File: src/rtl/prio_pkg.sv
// Shared constants for the priority encoder/arbiter slice.
// MODE selects between fixed highest-index priority and round-robin.
package prio_pkg;

    localparam int PRIO_FIXED = 0;
    localparam int PRIO_RR    = 1;

endpackage : prio_pkg

File: src/rtl/prio_pick.sv
// Combinational picker: first set bit of vec, searching downward from start
// and wrapping from index 0 back to N-1.
module prio_pick #(
    parameter  int N = 8,
    localparam int W = $clog2(N)
) (
    input  logic [N-1:0] vec,
    input  logic [W-1:0] start,
    output logic [W-1:0] idx,
    output logic         any
);

    int j;

    // NOTE: every output and temporary gets a default at the top of always_comb,
    // so no path leaves a value unassigned and no latch is inferred.
    always_comb begin
        idx = '0;
        any = 1'b0;
        j   = 0;
        // Walk from the farthest candidate to start; the last hit wins,
        // which makes start the highest-priority position.
        for (int k = N - 1; k >= 0; k--) begin
            j = int'(start) - k;
            if (j < 0) j = j + N;
            if (vec[W'(j)]) begin
                idx = W'(j);
                any = 1'b1;
            end
        end
    end

endmodule : prio_pick

File: src/rtl/prio_encoder_arb.sv
// Registered priority encoder / arbiter with pending-request latch and
// valid/ack output handshake; fixed or round-robin selection via MODE.
module prio_encoder_arb
    import prio_pkg::*;
#(
    parameter  int N    = 8,
    parameter  int MODE = PRIO_FIXED,
    localparam int W    = $clog2(N)
) (
    input  logic         clk,
    input  logic         rst_n,
    input  logic         en,
    input  logic [N-1:0] i,
    input  logic         ack,
    output logic [W-1:0] y,
    output logic         valid,
    output logic [N-1:0] pend
);

    logic [W-1:0] ptr;
    logic [W-1:0] start;
    logic [W-1:0] pick_idx;
    logic         pick_any;
    logic         load;
    logic         grant;
    logic [N-1:0] clr;
    logic [N-1:0] pend_next;

    // After reset ptr=0, so the first round-robin search starts at N-1.
    assign start = (MODE == PRIO_RR) ? ((ptr == '0) ? W'(N - 1) : ptr - W'(1))
                                     : W'(N - 1);

    prio_pick #(.N(N)) u_pick (
        .vec   (pend),
        .start (start),
        .idx   (pick_idx),
        .any   (pick_any)
    );

    assign load  = en && (!valid || ack);
    assign grant = load && pick_any;
    assign clr   = grant ? ({{(N-1){1'b0}}, 1'b1} << pick_idx) : '0;

    // New requests are OR-ed in after the clear, so a same-edge re-request survives.
    assign pend_next = (pend & ~clr) | (en ? i : '0);

    // NOTE: sequential state uses non-blocking assignments so every register
    // samples pre-edge values regardless of statement order.
    always_ff @(posedge clk or negedge rst_n) begin
        if (!rst_n) begin
            pend  <= '0;
            ptr   <= '0;
            y     <= '0;
            valid <= 1'b0;
        end else begin
            pend <= pend_next;
            if (load) begin
                valid <= pick_any;
            end
            if (grant) begin
                y   <= pick_idx;
                ptr <= pick_idx;
            end
        end
    end

endmodule : prio_encoder_arb
File: config.mk
export PLATFORM = sky130hd
export DESIGN_NAME = prio_encoder_arb
export DESIGN_NICKNAME = d
export VERILOG_FILES = /design/src/rtl/prio_pkg.sv /design/src/rtl/prio_pick.sv /design/src/rtl/prio_encoder_arb.sv
export SDC_FILE = /design/constraint.sdc
export NUM_CORES = 1
export LEC_CHECK = 0
export ABC_AREA = 0
export BUFFER_PORTS_ARGS = -buffer_cell sky130_fd_sc_hd__buf_2
export CORE_MARGIN = 3
export CORE_UTILIZATION = 35
export DETAILED_ROUTE_END_ITERATION = 8
export GPL_ROUTABILITY_DRIVEN = 0
export GPL_TIMING_DRIVEN = 1
export PLACE_DENSITY = 0.57
export SYNTH_ARGS = -nofsm -noshare
export SYNTH_HDL_FRONTEND = slang
export SYNTH_HIERARCHICAL = 1
export SYNTH_SLANG_ARGS = --single-unit
export TNS_END_PERCENT = 50
File: constraint.sdc
create_clock -name clk -period 3.5 [get_ports clk]
set_input_delay 0.175 -clock clk [delete_from_list [all_inputs] [get_ports clk]]
set_output_delay 0.175 -clock clk [all_outputs]
set_load 0.05 [all_outputs]
After elaboration in Yosys (flattened, before gate mapping)

Cells that the tools add are included.

Output and inout bits: 12
Input port bits: 12
Logic and storage cells: 20
Register bits after elaboration: 12

Shifts and indexed selects: 1
Reductions and logical operators: 4
Muxes and demuxes: 9
Bitwise operators: 3

Operators by type and width:

| operator                                        | number |
|---|---|
| two-way mux 8 bit                               | 2 |
| AND 8 bit                                       | 1 |
| NOT 8 bit                                       | 1 |
| OR 8 bit                                        | 1 |
| left shift 1 x 3 -> 8 bit, first input constant | 1 |
| two-way mux 1 bit                               | 5 |
| two-way mux 2 bit                               | 2 |
| logical AND 1 bit                               | 2 |
| logical NOT 1 bit                               | 1 |
| logical OR 1 bit                                | 1 |

Logic depth before layout (Yosys ltp)

Gate-level depths: netlist of run 1.

Depth after elaboration: 9
Gate-level depth with buffers: 13

Modules after synthesis

Netlist of run 1, hierarchy kept.

Modules (own cells, without submodules):

| module           | cells each | area each (um^2) | times used | seq. area each (um^2) |
|---|---|---|---|---|
| prio_pick        | 85         | 759.5            | 1          | 0.0 |
| prio_encoder_arb | 52         | 568.0            | 1          | 300.3 |

Worst setup path before layout of run 1

No wires, ideal clock.

Kind: flip-flop to flip-flop
From: register pend[2]
To: register pend[5]
Data required time: 3372 ps
Data arrival time: 2530 ps
Period minus slack after synthesis: 2658 ps
Cell stages (with the launch flop): 10
Setup time: 128 ps
Setup slack: 842 ps
Cell sequence: dfrtp_1 > mux4_2 > mux2_4 > o21ai_0 > a21boi_0 > o21ai_0 > mux2_2 > or2b_1 > o41ai_1 > nand2_1

Longest elaborated chain between the ends: 7

Ends and longest elaborated chain:

| item                           | line                   | source |
|---|---|---|
| start, declared                | prio_encoder_arb.sv:17 | `output logic [N-1:0] pend` |
| start signal, assigned         | prio_encoder_arb.sv:56 | `pend <= pend_next;` |
| two-way mux 2 bit (2 in a row) | prio_pick.sv:26        | `if (vec[W'(j)]) begin` |
| net pick_idx[0]                | prio_encoder_arb.sv:22 | `logic [W-1:0] pick_idx;` |
| left shift 1 x 3 -> 8 bit      | prio_encoder_arb.sv:42 | `assign clr = grant ? ({{(N-1){1'b0}}, 1'b1} << pick_idx) : '0;` |
| two-way mux 8 bit              | prio_encoder_arb.sv:42 |  |
| NOT 8 bit                      | prio_encoder_arb.sv:45 | `assign pend_next = (pend & ~clr) \| (en ? i : '0);` |
| AND 8 bit                      | prio_encoder_arb.sv:45 |  |
| OR 8 bit                       | prio_encoder_arb.sv:45 |  |
| net pend_next[5]               | prio_encoder_arb.sv:27 | `logic [N-1:0] pend_next;` |

The timed path passes the listed nets, and every way through them passes these cells.
A chain may end at the register's enable or synchronous reset.

==> results of run 1 <==
-- worst reg2reg max path, delay by kind of cell (launching register included) --
kind / cells / cell delay, ps
multiplexers: 2 / 880
AND/OR/NAND/NOR: 3 / 670
flip-flops: 1 / 450
AO/OA/AOI/OAI: 4 / 700
-- layout make-up --
class	count	area [µm²]
timing repair buffer	24	125.1
multi-input combinational	117	972.2
tap	46	57.56
clock buffer	3	41.29
sequential	12	300.3
fill	337	1968
inverter	8	30.03
-- per-stage QoR --
stage	utilization, %	worst slack, ps	std cells	area [µm²]
final	43.68	691.9	210	1526
after global routing	43.68	507.9	210	1526
after CTS	43.68	731.5	210	1526
after detailed placement	42.21	744.0	206	1475
after global placement	42.21	689.4	206	1475
after floorplan	-	842.2	144	1354
-- Yosys cell counts (all sizes together) (2+ instances only) --
library cell / n
nand2: 21
ha: 2
mux2: 6
nor2b: 2
o21a: 2
clkbuf: 2
a21oi: 4
dfrtp: 12
mux4: 10
mux2i: 7
nor2: 9
o21ai: 6
xnor2: 2
inv: 7
o41ai: 8
o22ai: 3
buf: 5
or2b: 2
nand3: 7
-- layout by cell type (no fill, tap or decap), types with 6 or more instances in the layout --
cell,Yosys,routed
nand3_1,7,7
o41ai_1,8,8
nand2_1,20,20
mux2i_1,6,6
buf_2,2,23
dfrtp_1,12,12
mux4_1,6,6
nor2_1,8,8
o21ai_0,6,6
inv_1,6,6
conb_1,1,8
-- logic make-up (layout without fill, tap and decap cells) --
kind of cell | after synthesis | after routing | synth area share [%]
compound gates | 34 | 34 | 18.76
xor+xnor | 3 | 3 | 1.980
fa+ha+maj | 2 | 2 | 1.885
buf+inv | 15 | 35 | 6.126
flops | 12 | 12 | 22.62
mux | 23 | 23 | 30.44
other cells | 1 | 8 | 0.2825
simple gates | 47 | 47 | 17.91
-- flip-flops by register name, summed over array words and instances (netlist names) --
register	cells
valid	1
pend	8
y	3
-- routing by layer --
| metal | vias to the layer above | track usage, % | wire, µm |
|---|---|---|---|
| met3 | 6 | 0.8319 | 222 |
| met2 | 74 | 27.83 | 1769 |
| met4 | 0 | 8.608 | 46 |
| li1 | 577 | - | - |
| met5 | - | 0 | 0 |
| met1 | 593 | 20.84 | 1421 |
-- worst min-delay path by stage --
| stage | cells past startpoint | slack (ps) | startpoint | to |
|---|---|---|---|---|
| after floorplan | 0 | -120 | rst_n | pend[0]$_DFF_PN0_ |
| after global placement | 1 | 60 | rst_n | y[2]$_DFFE_PN0P_ |
| after detailed placement | 1 | 60 | rst_n | y[2]$_DFFE_PN0P_ |
| after CTS | 3 | 130 | i[0] | pend[0]$_DFF_PN0_ |
| after global routing | 3 | 140 | i[5] | pend[5]$_DFF_PN0_ |
| final | 3 | 140 | i[0] | pend[0]$_DFF_PN0_ |
-- where the power goes --
part,switching [µW],internal (µW),total [µW]
Combinational,245,140,385
Clock,45.5,75.4,121
Sequential,34.8,166,200
-- timing repair --
item | 4_1_cts | 5_1_grt
hold endpoints to repair | 12 | 0
hold buffers | 1 | 0
buffers inserted | 0 | 0
==> results.sh, run 1 <==
export IMPL_dr_total_vias=1250
export IMPL_synth_main_ff_cell="dfrtp_1"
export IMPL_yosysTopAreaCellShare_pct=22.62
export IMPL_grt_pass1_wl_mm=5.761
export IMPL_ys_ff_latch=12
export IMPL_drv_slew=0
export IMPL_cts_htree_levels=1
export IMPL_period_needed_ps=2808
export IMPL_placement_io_buffers=23
export IMPL_reg2reg_slack_ps=690
export IMPL_synth_top_area_cell="dfrtp_1"
export IMPL_cts_path_max_buffers=2
export IMPL_syn_inst=137
export IMPL_dieArea_um2=4568
export IMPL_finClkSkew_ps=0.2307
export IMPL_postSynth_asyncResetShare_pct=100.0
export IMPL_min_path_type="primary input to register"
export IMPL_cp_start_kind="register"
export IMPL_yosys_warnings=6
export IMPL_end_kind="register"
export IMPL_syn_to_final_growth_pct=14.99
export IMPL_antenna_found_initial=0
export IMPL_layout_nets=180
export IMPL_setup_tns_ps=0
export IMPL_startpoint="pend[6]$_DFF_PN0_"
export IMPL_path_class="register to register"
export IMPL_reg2reg_from="pend[6]$_DFF_PN0_"
export IMPL_grt_pass1_vias=1250
export IMPL_cp_max_fo=8
export IMPL_arrival_ps=2920
export IMPL_cpMaxStageDelayCell="mux4_2"
export IMPL_synth_seq_area_share_pct=22.62
export IMPL_syn_area_um2=1328
export IMPL_drtIter0Drc=116
export IMPL_die_w_um=67.59
export IMPL_rsz0062_at_grt="false"
export IMPL_drcViolationCount=0
export IMPL_clockRootBuffer="clkbuf_8"
export IMPL_endpoint="pend[0]$_DFF_PN0_"
export IMPL_p_leak_uw=0.0006141
export IMPL_fp_row_count=21
export IMPL_viasPerCell=5.952
export IMPL_synth_edf_count=0
export IMPL_ir_worst_vdd_uv=323.3
export IMPL_finalHoldViolCount=0
export IMPL_path_delay_family="multiplexers"
export IMPL_post_cts_resized=0
export IMPL_grt_use_total_pct=16.39
export IMPL_wl_mm=3.460
export IMPL_coreArea_um2=3495
export IMPL_critical_path_required_ps=3610
export IMPL_power_total_uw=705.9
export IMPL_synth_distinct_cells=48
export IMPL_drive_gt1_share_pct=25.61
export IMPL_period_share_pct=80.23
export IMPL_power_density_nw_per_um2=462.4
export IMPL_antenna_cells=0
export IMPL_setup_viol_count_final=0
export IMPL_crit_chain="mux4_2 > mux2i_1 > o21ai_0 > or3_1 > o21ai_0 > a21oi_2 > or2_1 > o41ai_1 > nand2_1"
export IMPL_post_drt_wl_per_cell_um=16.48
export IMPL_worst_path_stages=9
export IMPL_fmaxAchievable_mhz=356.1
export IMPL_path_buf_inv=0
export IMPL_drv_cap=0
export IMPL_dp_hpwl_mm=2.625
export IMPL_synth_area_leaders="dfrtp_1, mux4_1, mux4_2"
export IMPL_clk_pin_slew_ps=50
export IMPL_avgSynthCellArea_um2=9.690
export IMPL_grt_max_degree=18
export IMPL_reg2regPathDepth=9
export IMPL_die_height_um=67.59
export IMPL_clk_latency_ps=230
export IMPL_critPathMostFrequentCell="o21ai_0"
export IMPL_max_stage_delay_ps=580
export IMPL_drtPass1Iterations=4
export IMPL_clock_sinks=12
export IMPL_cts_tree="yes"
export IMPL_grt_overflow=0
export IMPL_r2r_end="pend[0]$_DFF_PN0_"
export IMPL_start_util_pct=37.99
export IMPL_status="finished, final reports clean"
export IMPL_antenna_left=0
export IMPL_cts_buffers=3
export IMPL_io_pins=24
export IMPL_whs_ps=137.5
(Power assumes the default switching activity.)
==> inputs of run 2 (changes only) <==
--- a/config.mk
+++ b/config.mk
@@ -12,7 +12,7 @@
 export DETAILED_ROUTE_END_ITERATION = 8
 export GPL_ROUTABILITY_DRIVEN = 0
 export GPL_TIMING_DRIVEN = 1
-export PLACE_DENSITY = 0.57
+export PLACE_DENSITY = 0.59
 export SYNTH_ARGS = -nofsm -noshare
 export SYNTH_HDL_FRONTEND = slang
 export SYNTH_HIERARCHICAL = 1
==> constraint.sdc (replaced) <==
create_clock -name clk -period 2.4 [get_ports clk]
set_input_delay 0.12 -clock clk [delete_from_list [all_inputs] [get_ports clk]]
set_output_delay 0.12 -clock clk [all_outputs]
set_load 0.05 [all_outputs]
==> run 2 against run 1 <==
Net effect: final area up 22%; critical endpoint is now pend[5]$_DFF_PN0_; sequential share of layout area decreased by 3.0 points; critical path depth is the same; the flow now finishes with violations (negative setup slack).
==> results.sh, run 2 (synthesized netlist as in run 1, its figures left out) <==
export IMPL_rsz0062_at_grt="true"
export IMPL_largest_reg_flops=8
export IMPL_grt_pass1_wl_mm=6.727
export IMPL_cp_start_kind="register"
export IMPL_coreArea_um2=3495
export IMPL_status="complete, but fails checks"
export IMPL_arrival_ps=2610
export IMPL_dp_hpwl_mm=2.987
export IMPL_drive_gt1_share_pct=50.26
export IMPL_dieArea_um2=4568
export IMPL_finClkSkew_ps=4.844
export IMPL_setup_viol_count_final=8
export IMPL_pre_cts_slack_ps=-134.8
export IMPL_post_drt_wl_per_cell_um=17.16
export IMPL_clock_power_share_pct=15.2
export IMPL_die_height_um=67.59
export IMPL_antenna_found_initial=0
export IMPL_clockRootBuffer="clkbuf_8"
export IMPL_p_sw_share_pct=44.49
export IMPL_antenna_cells=0
export IMPL_io_pins=24
export IMPL_min_path_type="primary input to register"
export IMPL_period_share_pct=104.2
export IMPL_power_share_combinational_pct=63.5
export IMPL_cts_tree="yes"
export IMPL_grt_pass1_vias=1375
export IMPL_end_kind="register"
export IMPL_fp_row_count=21
export IMPL_final_cells=239
export IMPL_final_area_um2=1857
export IMPL_drv_slew=0
export IMPL_clk_latency_ps=240
export IMPL_start_util_pct=37.99
export IMPL_cts_path_max_buffers=2
export IMPL_regMostFlops="pend"
export IMPL_clock_sinks=12
export IMPL_drtPass1Iterations=4
export IMPL_p_switching_uw=553.6
export IMPL_path_class="register to register"
export IMPL_critical_path_required_ps=2510
export IMPL_multi_input_area_um2=1080
export IMPL_placed_cell_area_um2=1713
export IMPL_fin_ws_ps=-100.5
export IMPL_die_w_um=67.59
export IMPL_dr_total_vias=1383
export IMPL_final_common_cell="buf_4"
export IMPL_grt_max_degree=18
export IMPL_area_sequential_um2=309.0
export IMPL_power_density_nw_per_um2=670.1
export IMPL_ir_worst_vdd_uv=535.1
export IMPL_fmaxAchievable_mhz=399.9
export IMPL_fin_util_pct=53.13
export IMPL_grt_use_total_pct=19.45
export IMPL_drv_cap=0
export IMPL_drcViolationCount=0
export IMPL_wl_mm=4.102
export IMPL_cts_buffers=3
export IMPL_final_cell_mix="buf_4, buf_2, nand2_1, conb_1"
export IMPL_dp_cells=232
export IMPL_layout_nets=208
export IMPL_finalHoldViolCount=0
export IMPL_seqPwrFrac_pct=21.4
export IMPL_p_int_uw=690.6
export IMPL_placement_io_buffers=23
export IMPL_period_needed_ps=2501
export IMPL_grt_overflow=0
export IMPL_p_leak_uw=0.0007805
export IMPL_antenna_left=0
export IMPL_failed_checks="negative setup slack"
export IMPL_cp_max_fo=5
export IMPL_fill_cells=326
export IMPL_reg_top3="pend: 8 flops, y: 3 flops, valid: 1 flops"
export IMPL_cts_htree_levels=1
export IMPL_viasPerCell=5.787
export IMPL_drtIter0Drc=115
export IMPL_clk_pin_slew_ps=50
export IMPL_syn_to_final_growth_pct=39.87
run 2: cell types whose count changed in the layout (fill, tap and decap cells not counted), sizes merged:
cell,delta
buf,+28
clkbuf,+1
run 2: timing repair:
| action | CTS | global route |
|---|---|---|
| pin swaps | 2 | 0 |
| hold buffers | 1 | 0 |
| setup endpoints to repair | 7 | 11 |
| buffers inserted | 2 | 0 |
| resized for setup | 10 | 6 |
| endpoints found under the hold margin | 12 | 0 |
run 2: critical path, stage by stage (launching register included):
cell and delay [ps]:
dfrtp_2 390, mux4_2 540, mux2i_4 230, o21ai_1 110, or3_1 310, o21ai_0 100
a21oi_2 90, or2b_1 280, o41ai_2 220, nand2_1 100
run 2: per-layer routing:
layer / vias to the layer above / track usage, % / share of wire, %
li1: 632 / - / -
met1: 661 / 24.95 / 41
met2: 73 / 34.26 / 49
met3: 17 / 1.830 / 5.9
met4: 0 / 5.823 / 3.1
met5: - / 0 / 0
run 2: power by group through the flow:
stage | clock [µW] | sequential [µW] | combinational (µW)
2_1_floorplan | 0 | 424 | 323
3_3_place_gp | 0 | 267 | 703
3_5_place_dp | 0 | 269 | 710
4_1_cts | 196 | 266 | 750
5_1_grt | 203 | 271 | 838
6_report | 189 | 266 | 790
run 2: per-stage QoR:
step | hold WS [ps] | total power [µW] | TNS, ps
after floorplan | -175.6 | 747.3 | -559.0
after global placement | 14.11 | 970.1 | -629.9
after detailed placement | 20.09 | 978.6 | -599.3
after global routing | 73.07 | 1311 | -1518
final | 70.66 | 1244 | -507.4
after CTS | 66.90 | 1212 | -236.6
run 2: path summary, 6_finish.rpt:
check	from	endpoint	slack, ps	cells after the start
min	i[3]	pend[3]$_DFF_PN0_	70	3
min reg2reg	y[1]$_DFFE_PN0P_	y[1]$_DFFE_PN0P_	510	1
max in group asynchronous	rst_n	pend[6]$_DFF_PN0_	1860	2
max reg2reg	pend[6]$_DFF_PN0_	pend[5]$_DFF_PN0_	-100	9
min in group asynchronous	rst_n	valid$_DFFE_PN0P_	290	2
max	pend[6]$_DFF_PN0_	pend[5]$_DFF_PN0_	-100	9
run 2: area by class of cell:
type                            instances  share of cell area, %
Tap cell                               46                  3.100
Clock buffer                            4                  2.426
Multi-Input combinational cell        117                  58.15
Inverter                                8                  1.617
Timing Repair Buffer                   52                  18.06
Sequential cell                        12                  16.64
==> inputs of run 3 (changes only) <==
--- a/config.mk
+++ b/config.mk
@@ -12,9 +12,8 @@
 export DETAILED_ROUTE_END_ITERATION = 8
 export GPL_ROUTABILITY_DRIVEN = 0
 export GPL_TIMING_DRIVEN = 1
-export PLACE_DENSITY = 0.59
+export PLACE_DENSITY = 0.7
 export SYNTH_ARGS = -nofsm -noshare
 export SYNTH_HDL_FRONTEND = slang
-export SYNTH_HIERARCHICAL = 1
 export SYNTH_SLANG_ARGS = --single-unit
 export TNS_END_PERCENT = 50
==> run 3 against run 2 <==
Net effect: the flow now finishes without violations; critical path depth is 8 lower; setup slack better by 1400 ps; clock skew decreased by 3.3 ps; synthesized cell count is 71% lower; via count fell by 72%; flip-flop and latch count down 1; largest power group is now registers.
==> results.sh, run 3 <==
export IMPL_period_needed_ps=1096
export IMPL_hold_buffers=1
export IMPL_power_total_uw=436.0
export IMPL_ys_ff_latch=11
export IMPL_power_density_nw_per_um2=714.1
export IMPL_cts_path_max_buffers=2
export IMPL_rsz0062_at_grt="false"
export IMPL_final_cell_mix="buf_2, dfrtp_1, a21o_1"
export IMPL_clk_pin_slew_ps=70
export IMPL_fill_cells=116
export IMPL_max_stage_delay_ps=420
export IMPL_antenna_cells=0
export IMPL_post_drt_wl_per_cell_um=12.08
export IMPL_syn_inst=40
export IMPL_postSynth_asyncResetShare_pct=100.0
export IMPL_path_class="register to primary output"
export IMPL_setup_tns_ps=0
export IMPL_viasPerCell=4.873
export IMPL_synthMostInstantiatedCell="dfrtp_1"
export IMPL_final_area_um2=610.6
export IMPL_reg_top3="pend: 8 flops, y: 2 flops, valid: 1 flops"
export IMPL_path_delay_family="flip-flops"
export IMPL_grt_pass1_wl_mm=1.573
export IMPL_drv_cap=0
export IMPL_synth_top_area_cell="dfrtp_1"
export IMPL_cts_htree_levels=1
export IMPL_clockRootBuffer="clkbuf_4"
export IMPL_drcViolationCount=0
export IMPL_dp_hpwl_um=758.6
export IMPL_end_kind="primary output"
export IMPL_post_cts_buffers=0
export IMPL_largest_reg_flops=8
export IMPL_avgSynthCellArea_um2=11.54
export IMPL_synth_seq_area_share_pct=59.62
export IMPL_syn_area_um2=461.7
export IMPL_ir_worst_vdd_uv=339.3
export IMPL_fmaxAchievable_mhz=912.1
export IMPL_dp_cells=74
export IMPL_grt_use_total_pct=11.89
export IMPL_die_w_um=42.32
export IMPL_yosysTopAreaCellShare_pct=59.62
export IMPL_drtPass1Iterations=4
export IMPL_finClkSkew_ps=1.584
export IMPL_grt_overflow=0
export IMPL_final_common_cell="buf_2"
export IMPL_dieArea_um2=1791
export IMPL_cts_buffers=3
export IMPL_fin_util_pct=52.14
export IMPL_yosys_warnings=0
export IMPL_drtIter0Drc=3
export IMPL_clk_latency_ps=260
export IMPL_layout_nets=78
export IMPL_synth_main_ff_cell="dfrtp_1"
export IMPL_status="finished, final reports clean"
export IMPL_critical_path_required_ps=2280
export IMPL_coreArea_um2=1171
export IMPL_die_height_um=42.32
export IMPL_ys_top_cells_by_count="dfrtp_1, a21o_1, a22o_1, nand2_1"
export IMPL_syn_nets=52
export IMPL_placement_io_buffers=22
export IMPL_min_path_type="primary input to register"
export IMPL_cpMaxStageDelayCell="dfrtp_1"
export IMPL_syn_to_final_growth_pct=32.25
export IMPL_regMostFlops="pend"
export IMPL_grt_max_degree=16
export IMPL_drv_slew=0
export IMPL_grt_pass1_vias=376
export IMPL_synth_edf_count=0
export IMPL_setup_viol_count_final=0
export IMPL_cts_tree="yes"
export IMPL_drive_gt1_share_pct=41.54
export IMPL_arrival_ps=980
export IMPL_p_leak_uw=0.0002736
export IMPL_path_buf_inv=1
export IMPL_synth_area_leaders="dfrtp_1, a21o_1, a22o_1"
export IMPL_antenna_left=0
export IMPL_dr_total_vias=385
export IMPL_antenna_found_initial=0
export IMPL_post_cts_resized=0
export IMPL_synth_distinct_cells=20
export IMPL_finalHoldViolCount=0
export IMPL_clock_sinks=11
export IMPL_placed_cell_area_um2=574.3
export IMPL_start_util_pct=39.42
export IMPL_crit_chain="buf_2"
export IMPL_final_cells=79
export IMPL_cp_max_fo=5
export IMPL_wl_um=954
export IMPL_cp_start_kind="register"
export IMPL_io_pins=24
export IMPL_period_share_pct=45.68
export IMPL_fp_row_count=12
[run 3: where the power goes]
group	total [µW]	leakage [µW]	internal [µW]	switching, µW
Combinational	104	0.000152	28.3	75.5
Sequential	211	0.000107	198	12.6
Clock	121	0.0000150	64.1	57.2
Total	436	0.000274	291	145
[run 3: final timing paths]
check	startpoint	end	slack (ps)	cells past startpoint
worst max-delay path	pend[3]$_DFF_PN0_	pend[3]	1300	1
worst min-delay path	i[2]	pend[2]$_DFF_PN0_	50	3
worst max register to register	valid$_DFFE_PN0P_	y[1]$_DFFE_PN0P_	1340	3
worst min register to register	pend[7]$_DFF_PN0_	pend[7]$_DFF_PN0_	450	1
max in group asynchronous	rst_n	pend[3]$_DFF_PN0_	1960	2
min in group asynchronous	rst_n	pend[2]$_DFF_PN0_	250	2
[run 3: cell families after synthesis]
kind of cell / after synthesis / share of synthesized area (%)
flops: 11 / 59.62
other cells: 1 / 0.8122
compound gates: 14 / 23.03
simple gates: 10 / 11.65
buf+inv: 4 / 4.876
[run 3: area by class of cell]
type | count | area (µm²) | area share (%)
flip-flops and latches | 11 | 275.3 | 45.08
multi-input cells | 25 | 163.9 | 26.84
inverters | 2 | 7.507 | 1.230
clock buffers | 4 | 26.28 | 4.303
repair buffers | 23 | 120.1 | 19.67
well taps | 14 | 17.52 | 2.869
[run 3: per-stage QoR]
stage          hold slack (ps)  worst slack (ps)
3_3_place_gp             1.368              1342
6_report                 54.87              1304
5_1_grt                  57.29              1243
4_1_cts                  49.14              1299
3_5_place_dp         -0.006578              1339
2_1_floorplan           -175.6              1129
[run 3: per-layer routing]
layer	wire (µm)	track usage, %	part of all wire, %	vias to the layer above
met5	0	0	0	-
met4	0	4.969	0	0
met3	65	5.150	6.8	0
met2	455	17.33	48	14
met1	433	15.24	45	179
li1	-	-	-	192
[run 3: worst min-delay path, cell delays in order]
cell	delay [ps]
buf_2	70
nand2_1	40
nand2_1	50
